==> src/rtl/axis_pkg.sv <==
// Shared types and helpers for the round-robin AXI-Stream packet mux.
package axis_pkg;

  typedef enum logic {
    ARB_IDLE = 1'b0,
    ARB_BUSY = 1'b1
  } arb_state_e;

  // Round-robin start position after a packet: one past the winner, wrapping to 0.
  function automatic int rr_next(input int idx, input int num_ports);
    return (idx + 1 >= num_ports) ? 0 : idx + 1;
  endfunction

endpackage

==> src/rtl/axis_rr_arbiter.sv <==
// Combinational rotating-priority search: first asserted request at or above ptr, modulo NUM_PORTS.
module axis_rr_arbiter #(
  parameter int NUM_PORTS = 4,
  parameter int IDX_W     = $clog2(NUM_PORTS)
) (
  input  logic [NUM_PORTS-1:0] req,
  input  logic [IDX_W-1:0]     ptr,
  output logic                 gnt_valid,
  output logic [IDX_W-1:0]     gnt_idx
);

  int               cand;
  logic [IDX_W-1:0] cand_idx;

  // Offsets are walked from farthest to nearest so the request closest to ptr wins last.
  always_comb begin
    gnt_valid = |req;
    gnt_idx   = '0;
    cand      = 0;
    cand_idx  = '0;
    for (int off = NUM_PORTS - 1; off >= 0; off--) begin
      cand = int'(ptr) + off;
      if (cand >= NUM_PORTS) begin
        cand = cand - NUM_PORTS;
      end
      cand_idx = IDX_W'(cand);
      if (req[cand_idx]) begin
        gnt_idx = cand_idx;
      end
    end
  end

endmodule

==> src/rtl/axis_arb_mux.sv <==
// N:1 AXI-Stream mux with packet-granular round-robin arbitration and a registered master stage.
module axis_arb_mux
  import axis_pkg::*;
#(
  parameter int NUM_PORTS  = 4,
  parameter int DATA_WIDTH = 32,
  parameter int KEEP_WIDTH = DATA_WIDTH / 8,
  parameter int USER_WIDTH = 1,
  parameter int ID_WIDTH   = 1,
  parameter int DEST_WIDTH = 1
) (
  input  logic                             clk,
  input  logic                             rst,
  input  logic [NUM_PORTS*DATA_WIDTH-1:0]  s_tdata,
  input  logic [NUM_PORTS*KEEP_WIDTH-1:0]  s_tkeep,
  input  logic [NUM_PORTS*USER_WIDTH-1:0]  s_tuser,
  input  logic [NUM_PORTS*ID_WIDTH-1:0]    s_tid,
  input  logic [NUM_PORTS*DEST_WIDTH-1:0]  s_tdest,
  input  logic [NUM_PORTS-1:0]             s_tvalid,
  input  logic [NUM_PORTS-1:0]             s_tlast,
  output logic [NUM_PORTS-1:0]             s_tready,
  output logic [DATA_WIDTH-1:0]            m_tdata,
  output logic [KEEP_WIDTH-1:0]            m_tkeep,
  output logic [USER_WIDTH-1:0]            m_tuser,
  output logic [ID_WIDTH-1:0]              m_tid,
  output logic [DEST_WIDTH-1:0]            m_tdest,
  output logic                             m_tvalid,
  output logic                             m_tlast,
  input  logic                             m_tready,
  output logic [$clog2(NUM_PORTS)-1:0]     grant_idx,
  output logic                             busy
);

  localparam int IDX_W = $clog2(NUM_PORTS);

  arb_state_e       state_q, state_d;
  logic [IDX_W-1:0] rr_ptr_q, rr_ptr_d;
  logic [IDX_W-1:0] grant_q, grant_d;
  logic             arb_valid;
  logic [IDX_W-1:0] arb_idx;
  logic             out_ready;
  logic             beat;

  logic                  sel_tvalid, sel_tlast;
  logic [DATA_WIDTH-1:0] sel_tdata;
  logic [KEEP_WIDTH-1:0] sel_tkeep;
  logic [USER_WIDTH-1:0] sel_tuser;
  logic [ID_WIDTH-1:0]   sel_tid;
  logic [DEST_WIDTH-1:0] sel_tdest;

  logic                  m_tvalid_q, m_tvalid_d;
  logic                  m_tlast_q, m_tlast_d;
  logic [DATA_WIDTH-1:0] m_tdata_q, m_tdata_d;
  logic [KEEP_WIDTH-1:0] m_tkeep_q, m_tkeep_d;
  logic [USER_WIDTH-1:0] m_tuser_q, m_tuser_d;
  logic [ID_WIDTH-1:0]   m_tid_q, m_tid_d;
  logic [DEST_WIDTH-1:0] m_tdest_q, m_tdest_d;

  axis_rr_arbiter #(
    .NUM_PORTS (NUM_PORTS),
    .IDX_W     (IDX_W)
  ) u_rr_arbiter (
    .req       (s_tvalid),
    .ptr       (rr_ptr_q),
    .gnt_valid (arb_valid),
    .gnt_idx   (arb_idx)
  );

  assign sel_tvalid = s_tvalid[grant_q];
  assign sel_tlast  = s_tlast[grant_q];
  assign sel_tdata  = s_tdata[grant_q*DATA_WIDTH +: DATA_WIDTH];
  assign sel_tkeep  = s_tkeep[grant_q*KEEP_WIDTH +: KEEP_WIDTH];
  assign sel_tuser  = s_tuser[grant_q*USER_WIDTH +: USER_WIDTH];
  assign sel_tid    = s_tid[grant_q*ID_WIDTH +: ID_WIDTH];
  assign sel_tdest  = s_tdest[grant_q*DEST_WIDTH +: DEST_WIDTH];

  // The output register can take a beat when empty or draining this cycle.
  assign out_ready = !m_tvalid_q || m_tready;
  assign beat      = (state_q == ARB_BUSY) && sel_tvalid && out_ready;

  always_ff @(posedge clk or negedge rst) begin
    if (!rst) begin
      state_q  <= ARB_IDLE;
      rr_ptr_q <= '0;
      grant_q  <= '0;
    end else begin
      state_q  <= state_d;
      rr_ptr_q <= rr_ptr_d;
      grant_q  <= grant_d;
    end
  end

  always_comb begin
    state_d  = state_q;
    rr_ptr_d = rr_ptr_q;
    grant_d  = grant_q;
    case (state_q)
      ARB_IDLE: begin
        if (arb_valid) begin
          grant_d = arb_idx;
          state_d = ARB_BUSY;
        end
      end
      ARB_BUSY: begin
        if (beat && sel_tlast) begin
          state_d  = ARB_IDLE;
          rr_ptr_d = IDX_W'(rr_next(int'(grant_q), NUM_PORTS));
        end
      end
      default: state_d = ARB_IDLE;
    endcase
  end

  always_comb begin
    s_tready = '0;
    busy     = 1'b0;
    if (state_q == ARB_BUSY) begin
      busy              = 1'b1;
      s_tready[grant_q] = out_ready;
    end
  end

  always_comb begin
    m_tvalid_d = m_tvalid_q;
    m_tlast_d  = m_tlast_q;
    m_tdata_d  = m_tdata_q;
    m_tkeep_d  = m_tkeep_q;
    m_tuser_d  = m_tuser_q;
    m_tid_d    = m_tid_q;
    m_tdest_d  = m_tdest_q;
    if (beat) begin
      m_tvalid_d = 1'b1;
      m_tlast_d  = sel_tlast;
      m_tdata_d  = sel_tdata;
      m_tkeep_d  = sel_tkeep;
      m_tuser_d  = sel_tuser;
      m_tid_d    = sel_tid;
      m_tdest_d  = sel_tdest;
    end else if (m_tvalid_q && m_tready) begin
      m_tvalid_d = 1'b0;
    end
  end

  always_ff @(posedge clk or negedge rst) begin
    if (!rst) begin
      m_tvalid_q <= 1'b0;
      m_tlast_q  <= 1'b0;
      m_tdata_q  <= '0;
      m_tkeep_q  <= '0;
      m_tuser_q  <= '0;
      m_tid_q    <= '0;
      m_tdest_q  <= '0;
    end else begin
      m_tvalid_q <= m_tvalid_d;
      m_tlast_q  <= m_tlast_d;
      m_tdata_q  <= m_tdata_d;
      m_tkeep_q  <= m_tkeep_d;
      m_tuser_q  <= m_tuser_d;
      m_tid_q    <= m_tid_d;
      m_tdest_q  <= m_tdest_d;
    end
  end

  assign m_tvalid  = m_tvalid_q;
  assign m_tlast   = m_tlast_q;
  assign m_tdata   = m_tdata_q;
  assign m_tkeep   = m_tkeep_q;
  assign m_tuser   = m_tuser_q;
  assign m_tid     = m_tid_q;
  assign m_tdest   = m_tdest_q;
  assign grant_idx = grant_q;

endmodule

==> config.mk <==
export PLATFORM = sky130hd
export DESIGN_NAME = axis_arb_mux
export DESIGN_NICKNAME = d
export VERILOG_FILES = /design/src/rtl/axis_pkg.sv /design/src/rtl/axis_rr_arbiter.sv /design/src/rtl/axis_arb_mux.sv
export SDC_FILE = /design/constraint.sdc
export NUM_CORES = 1
export LEC_CHECK = 0
export ABC_AREA = 1
export BUFFER_PORTS_ARGS = -buffer_cell sky130_fd_sc_hd__buf_2
export CORE_UTILIZATION = 42
export CTS_CLUSTER_SIZE = 12
export DETAILED_ROUTE_END_ITERATION = 12
export GPL_TIMING_DRIVEN = 0
export PLACE_DENSITY_LB_ADDON = 0.12
export SLEW_MARGIN = 10
export SYNTH_ARGS = -nofsm -noshare
export SYNTH_HDL_FRONTEND = slang
export SYNTH_SLANG_ARGS = --single-unit
==> constraint.sdc <==
create_clock -name clk -period 2 [get_ports clk]
set_input_delay 0.4 -clock clk [delete_from_list [all_inputs] [get_ports clk]]
set_output_delay 0.4 -clock clk [all_outputs]
set_load 0.02 [all_outputs]
* After elaboration in Yosys (flattened, before gate mapping)
Cells that the tools add are included.
Word-level totals: bits in registers 46, input bits 167, output and inout bits 48
Cells by class: add/sub/neg operators 8, $lt $le $gt $ge 11, shift-type cells 5, mux-type cells 30, bitwise operators 2, reductions and logical operators 11
Operator list (number):
- 128-bit by 8-bit indexed part select with 32-bit output | 1
- 2-bit two-way mux | 9
- 16-bit by 5-bit indexed part select with 4-bit output | 1
- 2-bit by 3-bit < comparator with 1-bit output (second input constant) | 5
- 1-bit binary-select mux with 2-bit select | 6
- 3-bit greater-or-equal comparator (second input constant) | 4
- 1-bit two-way mux | 12
- 4-bit by 3-bit indexed part select with 1-bit output | 3
- 2-bit by 1-bit subtractor with 2-bit output (second input constant) | 4
- 2-bit by 1-bit adder with 3-bit output (second input constant) | 2
- 2-bit by 2-bit adder with 3-bit output (second input constant) | 2
- 1-bit logical AND | 5
- 4-bit AND | 1
- 4-bit two-way mux | 1
- 2-bit AND reduction | 2
- 4-bit OR reduction | 1
- 2-bit by 3-bit greater-or-equal comparator with 1-bit output (second input constant) | 1
- 1-bit demux with 2-bit select | 1
- 2-bit by 1-bit greater-or-equal comparator with 1-bit output (second input constant) | 1
- 1-bit case mux with 2 select lines | 1
- 2-bit nonzero test | 1
- 1-bit logical NOT | 1
- 1-bit logical OR | 1
- 1-bit NOT | 1

* Logic depth before layout (Yosys ltp)
word-level depth 9, mapped depth 12, depth with buffers taken out 11

* Hierarchy
From an unflattened synthesis, not the netlist that was laid out.
Unflattened totals: cells, all modules 501, area, all modules 3191.8 um^2
Modules (own cells, without submodules):
- axis_arb_mux | instances 1, cells an instance 455, area each 3002.9 um^2, seq. area each 1151.1 um^2
- axis_rr_arbiter | instances 1, cells an instance 46, area each 188.9 um^2, seq. area each 0.0 um^2

* Worst setup path after synthesis
No wires, ideal clock.
kind flip-flop to output port, start register grant_q[0], in the netlist grant_idx[0], end output port s_tready[2], arrival 1.588 ns, data required time 1.600 ns, slack 0.012 ns, cell stages (with the launch flop) 7, buffers on the path 2, cells stage by stage dfrtp_1 -> inv_1 -> buf_2 -> clkbuf_1 -> ha_1 -> nand2_1 -> nor2_1
Between the ends: cells in the longest elaborated chain, start to end 6, elaborated cells between the ends (all ways) 7, classes of those cells order compare (2); mux (3); bitwise (1); reduce/logical (1)
Ends and longest elaborated chain:
- start, declared | line axis_arb_mux.sv:38 | logic [IDX_W-1:0] grant_q, grant_d;
- start signal, assigned | line axis_arb_mux.sv:89 | grant_q <= grant_d;
- 2-bit by 3-bit < comparator with 1-bit output (not written as such) / 2-bit by 1-bit greater-or-equal comparator with 1-bit output (equally long branches) | line axis_arb_mux.sv:119 | s_tready[grant_q] = out_ready;
- 1-bit logical AND (not written as such) | line axis_arb_mux.sv:119
- 1-bit two-way mux (not written as such) | line axis_arb_mux.sv:119
- 1-bit demux with 2-bit select * | line axis_arb_mux.sv:119
- 4-bit AND (no source line) *
- 4-bit two-way mux * | line axis_arb_mux.sv:117 | if (state_q == ARB_BUSY) begin
- end, declared | line axis_arb_mux.sv:21 | output logic [NUM_PORTS-1:0] s_tready,
Every way passes the cells marked *; elsewhere a longest branch is shown, timed or not.

* Worst setup path after layout
start register grant_q[0], in the netlist grant_idx[0], end output port s_tready[0]
Same word-level chain as after synthesis.

==> run_results.csv <==
group,metric,value,unit
worst_setup_path,critPathArrivalTime,1.51,ns
sta,setup-violations-final,0,
cells_and_area,num-fill-cells,677,
power_and_ir_drop,p_sw,3.686,mW
detailed_routing,vias,4143,
clock_network,numCtsBuffers,5,
die,design.die.area,7705,µm²
die,core,6944,µm²
grt,grt_pass1_wl,17570,µm
clock_network,root_buffer,"clkbuf_8",
worst_setup_path,required,1.60,ns
placed_design,dp_slack,-0.1986,ns
worst_setup_path,end_kind,"output port",
cells_and_area,finish.utilization,63.21,%
power_and_ir_drop,p_int,3.256,mW
detailed_routing,viasPerCell,5.179,
worst_setup_path,cp-start-kind,"register",
placed_design,dpl.cell_count,794,
logic_synthesis,synth_nets,655,
sta,max_slew.worst_pin.slew,1.050,ns
detailed_routing,wl_met1,4667,µm
power_and_ir_drop,p_clk_share,8.7,%
cells_and_area,finalNonFillerCells,800,
power_and_ir_drop,ir_drop,0.6365,mV
sta,relSlewSlack,29.97,%
grt,grt-ovfl-total,0,
sta,period_minus_slack,1.906,ns
clock_network,cts.sink_count,46,
worst_hold_path,hp-class,"in -> async",
die,ios,215,
logic_synthesis,synth-seq-cells,46,
logic_synthesis,ys_warn_count,0,
logic_synthesis,synth_top_area_share,37.25,%
logic_synthesis,avgSynthCellArea,6.385,µm²
die,start_util,44.50,%
grt,grt_max_degree,47,
placed_design,portBuffers,214,
sta,finalSetupTns,0,ns
sta,fmax,0.5246,GHz
power_and_ir_drop,pwr-share-comb,66.8,%
detailed_routing,dr.first_iter.drc_count,230,
die,dieWidth,87.78,µm
logic_synthesis,synth_common_cells,"nand2_1 (146), nor2_1 (90), o21ai_0 (87), dfrtp_1 (46), o22ai_1 (39)",
detailed_routing,postRouteAntennaNets,0,
detailed_routing,firstDrtPassIters,5,
power_and_ir_drop,p_sw_share,53.10,%
logic_synthesis,synth_cell_types,17,
logic_synthesis,synthArstFlopShare,100.0,%
sta,finClkSkew,0.008039,ns
clock_network,cts_buffer_depth,2,
worst_setup_path,crit_fanout,20,
logic_synthesis,netlist_area,3090,µm²
cells_and_area,drive_gt1_share,34.38,%
cells_and_area,antennaDiodeCount,0,
grt,grtUsageTotal,29.32,%
detailed_routing,wl_met2,5516,µm
die,num_rows,30,
clock_network,clk-insertion-delay-late,0.30,ns
outcome,outcome,"finished clean",
detailed_routing,met3WireLength,704,µm
detailed_routing,drc,0,
clock_network,clk_pin_slew_worst_paths,0.09,ns
grt,grt_antenna_before_repair,0,
power_and_ir_drop,power_leakage,2.462,nW
placed_design,globalplace.congestion,0.8577,
worst_setup_path,slowest_stage,"dfrtp_2",
sta,slew_viol_final,0,
worst_setup_path,max_stage_delay,0.46,ns
sta,rsz0062_at_grt,"no",
placed_design,dp_hpwl,8416,µm
sta,whs,0.2707,ns
logic_synthesis,ys_seq_area_share,37.25,%
logic_synthesis,synth_edf_count,0,
run,cap_violations,0,
detailed_routing,top_layer_used,"met4",
cells_and_area,fin_nets,874,
power_and_ir_drop,p_seq_share,24.4,%
clock_network,cts_tree,"yes",
clock_network,htree_levels,2,
worst_setup_path,path_cells,"inv_2 > buf_12 > ha_1 > nand2_1 > nor2_1 > buf_2",
logic_synthesis,syn_inst,484,
die,die_h,87.78,µm
sta,fin_crit_sh,95.32,%
power_and_ir_drop,p_per_area,1581,nW/µm²
detailed_routing,drt-total-wl,11120,µm
cells_and_area,area_growth,42.02,%
logic_synthesis,synth_largest_area_cell,"dfrtp_1",
sta,report.final.hold_viol_count,0,
sta,fin_ws,0.09368,ns
detailed_routing,wl_per_cell,13.90,µm
logic_synthesis,synth.area.top_cells,"dfrtp_1 (37%), nand2_1 (18%), o21ai_0 (14%)",
grt,grt_pass1_vias,3797,
worst_setup_path,path_class,"reg -> out",
logic_synthesis,synth.most_common_cell,"nand2_1",
logic_synthesis,ys.flop_type,"dfrtp_1",
## state kept, by name, indices dropped and copies added, names as in the netlist
| register | count |
|---|---|
| m_tdest | 1 |
| m_tlast | 1 |
| m_tuser | 1 |
| m_tkeep | 4 |
| state_q | 1 |
| m_tdata | 32 |
| grant_idx | 2 |
| m_tvalid | 1 |
| rr_ptr_q | 2 |
| m_tid | 1 |
## layout by cell type (no fill, tap or decap)
| cell type | n |
|---|---|
| buf_6 | 2 |
| nand2_1 | 146 |
| inv_4 | 1 |
| dfrtp_1 | 44 |
| o21ai_0 | 87 |
| ha_1 | 4 |
| nand2_2 | 1 |
| clkinvlp_4 | 1 |
| clkinv_2 | 1 |
| buf_12 | 1 |
| nor2_1 | 90 |
| o21ai_1 | 2 |
| buf_2 | 224 |
| o22ai_1 | 39 |
| a21oi_1 | 2 |
| dfrtp_2 | 2 |
| buf_1 | 4 |
| clkbuf_8 | 6 |
| nand3_1 | 12 |
| inv_1 | 16 |
| or2_2 | 1 |
| clkbuf_1 | 16 |
| inv_2 | 2 |
## worst paths after layout
kind | startpoint | end | slack (ns) | cells past startpoint
min | rst | m_tdata[29]$_DFFE_PN0P_ | 0.27 | 1
max | grant_idx[0]$_DFFE_PN0P_ | s_tready[0] | 0.09 | 6
min in group clk | m_tready | m_tvalid$_DFFE_PN0P_ | 0.40 | 4
max reg2reg | grant_idx[0]$_DFFE_PN0P_ | m_tdata[29]$_DFFE_PN0P_ | 0.32 | 7
min reg2reg | m_tkeep[2]$_DFFE_PN0P_ | m_tkeep[2]$_DFFE_PN0P_ | 0.48 | 2
max in group asynchronous | rst | grant_idx[1]$_DFFE_PN0P_ | 1.01 | 1
## layout make-up
class	count	area [µm²]	area share (%)
Buffer	33	167.7	3.820
Clock buffer	6	82.58	1.881
Clock inverter	2	12.51	0.2851
Inverter	19	73.82	1.682
Multi-Input combinational cell	384	1708	38.91
Sequential cell	46	1154	26.28
Tap cell	96	120.1	2.737
Timing Repair Buffer	214	1071	24.40
## stage by stage
| stage | total power [mW] | cell area (µm²) |
|---|---|---|
| after CTS | 6.935 | 4382 |
| after detailed placement | 6.305 | 4282 |
| after floorplan | 4.800 | 3090 |
| final | 6.941 | 4389 |
| after global routing | 7.615 | 4389 |
| after global placement | 6.198 | 4282 |
## worst max-delay path, delay by kind of cell (launching register included)
| kind | cells | cell delay (ns) |
|---|---|---|
| and+or+nand+nor | 2 | 0.13 |
| DFF | 1 | 0.46 |
| buffers and inverters | 3 | 0.43 |
| adders and majority gates | 1 | 0.18 |
## timing repair
item / CTS / global route
pin swaps: 0 / 0
setup endpoints to repair: 3 / 3
buffers inserted: 0 / 0
hold buffers: 0 / 0
gates resized for setup: 4 / 4
## metal layers
metal	GRT usage, %	vias up
li1	-	2024
met1	38.77	1897
met3	4.241	22
met5	0	-
met4	9.985	0
met2	49.12	200
## kinds of logic (layout without fill, tap and decap cells)
kind of cell,count (synthesis),in the layout,synth area share (%)
AND/OR/NAND/NOR,250,250,31.01
AO/OA/AOI/OAI,130,130,22.63
buffers and inverters,54,274,7.489
flip-flops,46,46,37.25
adder cells (fa/ha/maj),4,4,1.619
## power by group through the flow
stage	clock network, mW	registers [mW]	logic (mW)
finish	0.607	1.70	4.64
global route	0.657	1.75	5.21
CTS	0.612	1.69	4.63
detailed placement	0	1.69	4.62
global placement	0	1.69	4.51
floorplan	0	2.19	2.61
(Power assumes the default switching activity.)
